===== src/rtl/rf_txn_arbiter.sv =====
// rf_txn_arbiter: two-client round-robin arbiter in front of a single-port
// register file. Each granted transaction reads the selected register and,
// for write/add/sub, writes the new value back one cycle later.
// Optional build macro RF_ARB_OVF_CHECK_EN: add carry-out or sub borrow
// aborts the write and reports err with the ack. When the macro is not
// defined, add/sub wrap modulo 2^DW and err is tied low.
module rf_txn_arbiter #(
    parameter int DW = 32,
    parameter int AW = 4
) (
    input  logic          clk,
    input  logic          rst,
    input  logic [1:0]    req,
    input  logic [1:0]    op0,
    input  logic [1:0]    op1,
    input  logic [AW-1:0] sel0,
    input  logic [AW-1:0] sel1,
    input  logic [DW-1:0] wd0,
    input  logic [DW-1:0] wd1,
    output logic [1:0]    ack,
    output logic [DW-1:0] rdata,
    output logic          err,
    output logic          rf_we,
    output logic [AW-1:0] rf_sel,
    output logic [DW-1:0] rf_wdata,
    input  logic [DW-1:0] rf_rdata
);

    localparam logic [1:0] S_IDLE = 2'd0;
    localparam logic [1:0] S_RD   = 2'd1;
    localparam logic [1:0] S_WR   = 2'd2;
    localparam logic [1:0] S_DONE = 2'd3;

    localparam logic [1:0] OP_READ  = 2'b00;
    localparam logic [1:0] OP_WRITE = 2'b01;
    localparam logic [1:0] OP_ADD   = 2'b10;
    localparam logic [1:0] OP_SUB   = 2'b11;

    logic [1:0]    r_state;
    logic          r_gnt;
    logic          r_last;
    logic [1:0]    r_op;
    logic [AW-1:0] r_sel;
    logic [DW-1:0] r_wd;
    logic [1:0]    r_ack;
    logic [DW-1:0] r_rdata;
    logic          r_we;
    logic [DW-1:0] r_wdata;

    logic          w_pick;
    logic [1:0]    w_pickOp;
    logic [AW-1:0] w_pickSel;
    logic [DW-1:0] w_pickWd;
    logic [DW-1:0] w_sum;
    logic [DW-1:0] w_diff;
    logic [DW-1:0] w_result;
    logic          w_ovf;
    logic [1:0]    w_ackOneHot;

`ifdef RF_ARB_OVF_CHECK_EN
    logic          r_err;
    logic          w_carry;

    assign {w_carry, w_sum} = {1'b0, rf_rdata} + {1'b0, r_wd};
    assign w_ovf = ((r_op == OP_ADD) && w_carry) ||
                   ((r_op == OP_SUB) && (r_wd > rf_rdata));
    assign err   = r_err;
`else
    assign w_sum = rf_rdata + r_wd;
    assign w_ovf = 1'b0;
    assign err   = 1'b0;
`endif

    assign w_diff      = rf_rdata - r_wd;
    assign w_ackOneHot = r_gnt ? 2'b10 : 2'b01;

    assign ack      = r_ack;
    assign rdata    = r_rdata;
    assign rf_we    = r_we;
    assign rf_sel   = r_sel;
    assign rf_wdata = r_wdata;

    // Round-robin pick: a lone requester wins, a tie goes to the client not served last
    always_comb begin
        w_pick = 1'b0;
        if (req == 2'b11) begin
            w_pick = ~r_last;
        end else begin
            w_pick = req[1];
        end
    end

    // Mux the winning client's transaction fields so they can be latched at grant
    always_comb begin
        w_pickOp  = op0;
        w_pickSel = sel0;
        w_pickWd  = wd0;
        if (w_pick) begin
            w_pickOp  = op1;
            w_pickSel = sel1;
            w_pickWd  = wd1;
        end
    end

    // Value that write/add/sub commits back to the register file
    always_comb begin
        w_result = rf_rdata;
        case (r_op)
            OP_WRITE: w_result = r_wd;
            OP_ADD:   w_result = w_sum;
            OP_SUB:   w_result = w_diff;
            default:  w_result = rf_rdata;
        endcase
    end

    // Transaction FSM: grant in IDLE, read in RD, optional write in WR, ack in DONE
    always_ff @(posedge clk or posedge rst) begin
        if (rst) begin
            r_state <= S_IDLE;
            r_gnt   <= 1'b0;
            r_last  <= 1'b1;
            r_op    <= OP_READ;
            r_sel   <= '0;
            r_wd    <= '0;
            r_ack   <= 2'b00;
            r_rdata <= '0;
            r_we    <= 1'b0;
            r_wdata <= '0;
`ifdef RF_ARB_OVF_CHECK_EN
            r_err   <= 1'b0;
`endif
        end else begin
            case (r_state)
                S_IDLE: begin
                    r_ack <= 2'b00;
                    if (|req) begin
                        r_gnt   <= w_pick;
                        r_last  <= w_pick;
                        r_op    <= w_pickOp;
                        r_sel   <= w_pickSel;
                        r_wd    <= w_pickWd;
                        r_state <= S_RD;
                    end
                end
                S_RD: begin
                    if (r_op == OP_READ) begin
                        r_rdata <= rf_rdata;
                        r_ack   <= w_ackOneHot;
                        r_state <= S_DONE;
                    end else if (w_ovf) begin
                        r_rdata <= rf_rdata;
                        r_ack   <= w_ackOneHot;
`ifdef RF_ARB_OVF_CHECK_EN
                        r_err   <= 1'b1;
`endif
                        r_state <= S_DONE;
                    end else begin
                        r_we    <= 1'b1;
                        r_wdata <= w_result;
                        r_state <= S_WR;
                    end
                end
                S_WR: begin
                    r_we    <= 1'b0;
                    r_rdata <= r_wdata;
                    r_ack   <= w_ackOneHot;
                    r_state <= S_DONE;
                end
                default: begin
                    r_ack   <= 2'b00;
`ifdef RF_ARB_OVF_CHECK_EN
                    r_err   <= 1'b0;
`endif
                    r_state <= S_IDLE;
                end
            endcase
        end
    end

endmodule


===== config.mk =====
export PLATFORM = sky130hd
export DESIGN_NAME = rf_txn_arbiter
export DESIGN_NICKNAME = d
export VERILOG_FILES = /design/src/rtl/rf_txn_arbiter.sv
export SDC_FILE = /design/constraint.sdc
export NUM_CORES = 1
export LEC_CHECK = 0
export CAP_MARGIN = 20
export CORE_AREA = 2 2 124 126
export DETAILED_ROUTE_END_ITERATION = 8
export DIE_AREA = 0 0 126 128
export PLACE_DENSITY_LB_ADDON = 0.08
export SLEW_MARGIN = 25
export SYNTH_ARGS = -nofsm -noshare
export SYNTH_HDL_FRONTEND = slang
export SYNTH_SLANG_ARGS = --single-unit

===== constraint.sdc =====
create_clock -name clk -period 5 [get_ports clk]
set_input_delay 0.5 -clock clk [delete_from_list [all_inputs] [get_ports clk]]
set_output_delay 0.5 -clock clk [all_outputs]
set_load 0.005 [all_outputs]

# Word level (Yosys, flattened, before mapping)
# Cells that the tools add are included.
[classes]
reduce_logical = 8
bitwise_logic = 2
eq_ne = 9
add_sub_neg = 2
muxes = 15
[ops]
columns = ["cell", "count"]
rows = [
  ["$pmux 32 s3", 1],
  ["$mux 32", 2],
  ["$pmux 32 s2", 1],
  ["$add 32x32->32", 1],
  ["$sub 32x32->32", 1],
  ["$eq 2x2->1 const B", 4],
  ["$mux 2", 4],
  ["$reduce_and 2->1", 4],
  ["$ne 2x2->1 const B", 3],
  ["$pmux 2 s3", 1],
  ["$eq 2x1->1 const B", 2],
  ["$logic_not 2->1", 2],
  ["$mux 4", 1],
  ["$pmux 2 s2", 1],
  ["$mux 1", 3],
  ["$not 1->1", 2],
  ["$pmux 1 s2", 1],
  ["$reduce_bool 2->1", 1],
  ["$reduce_or 2->1", 1],
]
[word_totals]
ff_bits = 109
elab_cells = 46
inputBits = 112
output_inout_bits = 72

# Longest topological paths before layout
[logic_depth]
depth_word = 3
mapped_depth = 17
mapped_depth_nobuf = 16

# Least setup slack after synthesis
# No wires, ideal clock.
[synth_timing]
kind = "flip-flop to flip-flop"
startpoint = "register r_wd[5]"
endpoint = "register r_wdata[29], in the netlist rf_wdata[29]"
required_time_ns = 4.880
path_slack_ns = 1.092
setup_time_ns = 0.120
path_stages_with_launch = 17
t_arrival_ns = 3.788
cell_sequence = "dfrtp_1 -> or4_4 -> nor4_4 -> nand3_1 -> or2_2 -> or2b_1 -> o21ai_0 -> xor2_1 -> ha_1 -> clkbuf_1 -> nand3_1 -> nand2b_1 -> o31ai_1 -> a31oi_1 -> a211oi_1 -> o21ai_0 -> a31o_2"
[synth_between]
elab_chain_cells = 2
elab_cells_between_ends = 3
cone_classes = "add/sub: 2; mux: 1"
[synth_rtl]
columns = ["element", "line_no", "rtl"]
rows = [
  ["start, declared", "44", "logic [DW-1:0] r_wd;"],
  ["start signal, assigned", "141", "r_wd <= w_pickWd;"],
  ["$sub 32x32->32 / $add 32x32->32 (equally long branches)", "74, 69", ""],
  ["$pmux 32 s3 (*)", "108", "case (r_op)"],
  ["end signal, assigned", "159", "r_wdata <= w_result;"],
  ["end, declared", "48", "logic [DW-1:0] r_wdata;"],
]
# Mark *: on every way between the ends. The rest lies on a longest branch, timed or not.
# A chain may end at the register's enable or synchronous reset.

# Final worst setup path
# Same ends and word-level chain as after synthesis.

==> results <==
## cell type report
cell class                 instances  area [um2]  share of cell area, %
sequential                       109        2730                   28.5
clock inverter                     7        41.3                  0.431
clock buffer                       9         225                   2.35
inverter                          13        53.8                  0.562
tap                              188         235                   2.46
multi-input combinational        655        4380                   45.8
timing repair buffer             193        1900                   19.9
## final timing paths
path	end	cells after the start
setup / recovery	rf_wdata[29]	14
setup reg to reg	rf_wdata[29]	14
hold reg to reg	rdata[20]	2
min in group asynchronous	rdata[0]	2
hold / removal	rdata[20]	2
max in group asynchronous	r_wd[6]	3
## critical path, delay by kind of cell (launching register included)
family / cells / cell delay [ps]
fa+ha+maj: 1 / 390
flops: 1 / 430
simple gates: 5 / 1560
compound gates: 7 / 1790
xor+xnor: 1 / 130
## layer usage
layer | share of wire (%) | up-vias | track usage [%]
li1 | - | 3288 | -
met1 | 48 | 3071 | 40.5
met2 | 42 | 295 | 38.2
met3 | 7.5 | 27 | 4.51
met4 | 1.8 | 0 | 8.99
met5 | 0 | - | 0
## stage by stage
| stage | power (W) | setup slack [ps] | utilization [%] | hold WS [ps] | instances |
|---|---|---|---|---|---|
| 4_1_cts | 0.00709 | 602 | 64.4 | 485 | 1174 |
| 2_1_floorplan | 0.00484 | 1090 | - | 463 | 821 |
| 6_report | 0.00710 | 589 | 64.4 | 477 | 1174 |
| 3_5_place_dp | 0.00640 | 636 | 62.6 | 466 | 1158 |
| 5_1_grt | 0.00774 | 188 | 64.4 | 508 | 1174 |
| 3_3_place_gp | 0.00638 | 758 | 62.6 | 460 | 1158 |
## sequential cells by signal, indices dropped and copies added (netlist names), 2 cells and up
register	cells
r_op	2
r_wd	32
r_state	2
rf_sel	4
rf_wdata	32
ack	2
rdata	32
## logic make-up after synthesis
logic type	Yosys count	synth area share, %
fa+ha+maj	37	6.45
mux	74	10.2
simple gates	219	14.0
other cells	1	0.0514
buf+inv	57	3.04
xor+xnor	56	6.73
flops	109	37.4
compound gates	268	22.2
## power by group through the flow
stage               logic [W]  clock network, W  registers [W]
global route          0.00518          0.000720        0.00184
CTS                   0.00464          0.000672        0.00177
global placement      0.00461                 0        0.00177
detailed placement    0.00461                 0        0.00179
floorplan             0.00315                 0        0.00169
finish                0.00467          0.000658        0.00178
## cell usage in the layout, fill, tap and decap left out, types with 8 or more instances in the layout
master,count
buf_4,11
a21oi_1,51
a21o_1,21
dfrtp_1,108
ha_1,35
o22ai_1,8
nand3_1,9
clkbuf_16,9
mux2i_1,72
nand2b_1,9
o21ai_0,108
xor2_1,33
nor2b_1,8
inv_1,12
nor2_1,36
xnor2_1,23
nand2_1,117
clkdlybuf4s50_1,182
o31ai_1,9
a22oi_1,10
nor3_1,8
a31oi_1,14
==> metrics.csv <==
metric,value,unit
cts_buffers,9,
syn_nets,970,
drive_gt1_share,4.97,%
synth_area_leaders,"dfrtp_1, mux2i_1, o21ai_0",
powerDensity,742,nW/um2
startpoint,r_wd[5],
vias_per_cell,5.69,
synth.cell_area,7290,um2
cp.arrival,4660,ps
drv_slew,0,
fillCellCount,1298,
grt_max_degree,76,
dr.pass1.iters,7,
synth-seq-area-share,37.4,%
avgSynthCellArea,8.88,um2
grt_pass1_vias,6305,
ioPinCount,184,
clk_pin_slew,70,ps
detail-route-antenna-nets,0,
hold_class,reg2reg,
final_cell_area,9570,um2
worst_pin_slew,942,ps
rows,45,
postCtsSetupBuffers,0,
hold_viol,0,
clk_latency,360,ps
power_leakage,4.19,nW
synth_common_cells,"nand2_1, dfrtp_1, o21ai_0",
antenna_found_initial,0,
wl,20800,um
comb_power_share,65.7,%
synth_warnings,0,
start_kind,flip-flop,
die_y,128,um
synth_edf_count,0,
gr-usage-all-layers,26.6,%
ys_ff_latch,109,
initial_core_util,49.1,%
critical_path_class,reg2reg,
power.switching,0.00329,W
p_int,0.00381,W
synth_ff_type,dfrtp_1,
cts_tree,yes,
via_count,6681,
r2r_start,r_wd[5],
die_x,126,um
cp-end-kind,flip-flop,
fin_crit,4410,ps
cap_violations,0,
critPathSlowestCell,or4_4,
ys_types,63,
switching_share,46.3,%
vdd_drop_max,0.000395,V
hold_buffers,0,
clock-sinks,109,
maxSlewHeadroom,37.1,%
gp_congestion,0.940,
grt_pass1_wl,33900,um
fin_tns_setup,0,ps
setup_violations,0,
hp-start,rdata[20],
required,5250,ps
ctsResizeCount,0,
netlist_instances,821,
synth_top_area_share,37.1,%
coreArea,14900,um2
placed_area,9300,um2
fmax,227,MHz
clk_path_buf_depth,2,
path_cells,or4_4 > nor4_4 > nand3_1 > or2_2 > o41ai_1 > xor2_1 > ha_1 > a21oi_1 > nand3b_1 > o31ai_1 > a31oi_1 > a211oi_1 > o21ai_0 > a31o_2,
drcViolationCount,0,
yosysMostFrequentCell,nand2_1,
rrSetupSlack,590,ps
hpwl,15900,um
cp_slowest_stage_delay,600,ps
clkPwrFrac,9.3,%
fp.dieArea,16100,um2
async_flop_share,100,%
status,finished clean,
drtIter0Drc,451,
worst-path-max-fanout,6,
yosys.area.top_type,dfrtp_1,
gr-total-overflow,0,
timing.final.crit_share,88.2,%
numPortBuffers,182,
antenna_cells,0,
seqPwrFrac,25.0,%
root_buffer,clkbuf_16,
wl_per_cell,17.7,um
syn2layout_area_growth,31.2,%
htreeDepth,3,
rsz0062_at_grt,no,
fin_nets,1130,
fin_skew,8.04,ps
No activity file was read; power rests on OpenSTA's default activity.
==> RTL change, RTL diff (config.mk and constraints unchanged) <==
The parameter `DW` goes from 32 to 16.
--- a/src/rtl/rf_txn_arbiter.sv
+++ b/src/rtl/rf_txn_arbiter.sv
@@ -5,7 +5,7 @@
 // aborts the write and reports err with the ack. When the macro is not
 // defined, add/sub wrap modulo 2^DW and err is tied low.
 module rf_txn_arbiter #(
-    parameter int DW = 32,
+    parameter int DW = 16,
     parameter int AW = 4
 ) (
     input  logic          clk,
Interface: changed (5 resized); port bits go from 184 to 104. No check against the original RTL was run, so the function may have changed too.
==> RTL change against the unedited design <==
Total power decreased by 45%; worst setup slack improved by 0.76 ns; hold slack worse by 0.0053 ns; area after synthesis decreased by 47%; first-iteration DRC count fell by 73%; utilization fell by 28 points; sequential share of layout area decreased by 0.35 points; final area fell by 43%; die area is the same; sequential cell count is 48 lower; wire length shrank 43%; critical endpoint is now rf_wdata[10]; largest power group unchanged.
==> RTL change: results (changes against the unedited design) <==
Post-DP HPWL 8970 µm (was 15900 µm); Compound-Gate Fraction of Synth Area 21.8% (was 22.2%); post-synthesis mux area share 9.79% (was 10.2%); Largest stage delay, worst path 0.96 ns (was 0.60 ns); synth top area cells dfrtp_1, mux2i_1, o21ai_0, ha_1, nand2_1 (unchanged); Hold Startpoint rf_sel[1] (was rdata[20]); reg2reg path depth 10 (was 14); total track usage 15.3% (was 26.6%); Routed Wire Length 11900 µm (was 20800 µm); drt first pass iters 4 (was 7); worst skew pair latency 0.34 ns (was 0.36 ns); DP Worst Slack 1.32 ns (was 0.636 ns); Slowest cell on crit path dfrtp_1 (was or4_4); Iter 0 DRT Violations 120 (was 451); run status completed (unchanged); post-synthesis sequential area ratio 39.3% (was 37.4%); clk_skew 0.0104 ns (was 0.00804 ns); placed cell area 0.00512 mm² (was 0.00930 mm²); GP Congestion 0.839 (was 0.940); syn avg cell area 9.06 µm² (was 8.88 µm²); library cells used by synthesis 57 (was 63); fin nets 611 (was 1130); hold_ws 0.471 ns (was 0.477 ns); drt via density 4.87 (was 5.69); maximum VDD drop 0.250 mV (was 0.395 mV); XOR/XNOR Fraction of Synth Area 5.41% (was 6.73%); vias in the first global route 3424 (was 6305); Worst Hold Path EP rf_sel[1] (was rdata[20]); top cells by count, synth dfrtp_1, o21ai_0, nand2_1 (was nand2_1, dfrtp_1, o21ai_0); syn_nets 514 (was 970); crit path max fanout 28 (was 6); Placed Instances 703 (was 1158); first-pass GRT wire length 19000 µm (was 33900 µm); Worst-Margin Slew 0.961 ns (was 0.942 ns); clock slew at reported path FFs 0.05 ns (was 0.07 ns); r2r startpoint r_op[0] (was r_wd[5]); IO Port Bufs 102 (was 182)
-- RTL change: logic make-up (layout without fill, tap and decap cells) --
family | after synthesis | in the layout
xor+xnor | 24 | 24
other cells | 1 | 1
compound gates | 138 | 138
mux | 38 | 38
simple gates | 107 | 107
buf+inv | 39 | 141
flops | 61 | 61
fa+ha+maj | 21 | 21
-- RTL change: how the worst max path moves through the flow --
stage                       start      endpoint  slack, ns  cells past startpoint
after floorplan           r_wd[2]  rf_wdata[15]       1.95                     12
after global placement    r_op[0]  rf_wdata[15]       1.42                     11
after detailed placement  r_op[0]  rf_wdata[10]       1.32                     10
after CTS                 r_op[0]  rf_wdata[10]       1.30                     10
after global routing      r_op[0]  rf_wdata[11]       1.02                     10
final                     r_op[0]  rf_wdata[10]       1.35                     10
-- RTL change: final cells by class --
type / count / area, µm²
Fill cell: 1572 / 9440
Multi-Input combinational cell: 329 / 2220
Sequential cell: 61 / 1530
Timing Repair Buffer: 108 / 1070
Clock buffer: 15 / 278
Tap cell: 188 / 235
Inverter: 17 / 63.8
Clock inverter: 1 / 30.0
-- RTL change: metal layers --
layer | GRT usage (%) | vias to the layer above | share of wire [%]
li1 | - | 1750 | -
met1 | 21.1 | 1647 | 49
met2 | 23.4 | 91 | 44
met3 | 3.34 | 11 | 5.1
met4 | 6.01 | 0 | 1.6
met5 | 0 | - | 0
-- RTL change: tightest hold or removal path, delay by kind of cell (launching register included) --
kind | cells | cell delay (ns)
AOI/OAI and AO/OA | 1 | 0.05
and+or+nand+nor | 1 | 0.04
DFF | 1 | 0.33
-- RTL change: power breakdown --
| group | switching (µW) | total [µW] | internal, µW | leakage, µW |
|---|---|---|---|---|
| Combinational | 1170 | 2250 | 1080 | 0.00137 |
| Clock | 214 | 640 | 427 | 0.000150 |
| Sequential | 304 | 1050 | 743 | 0.000746 |
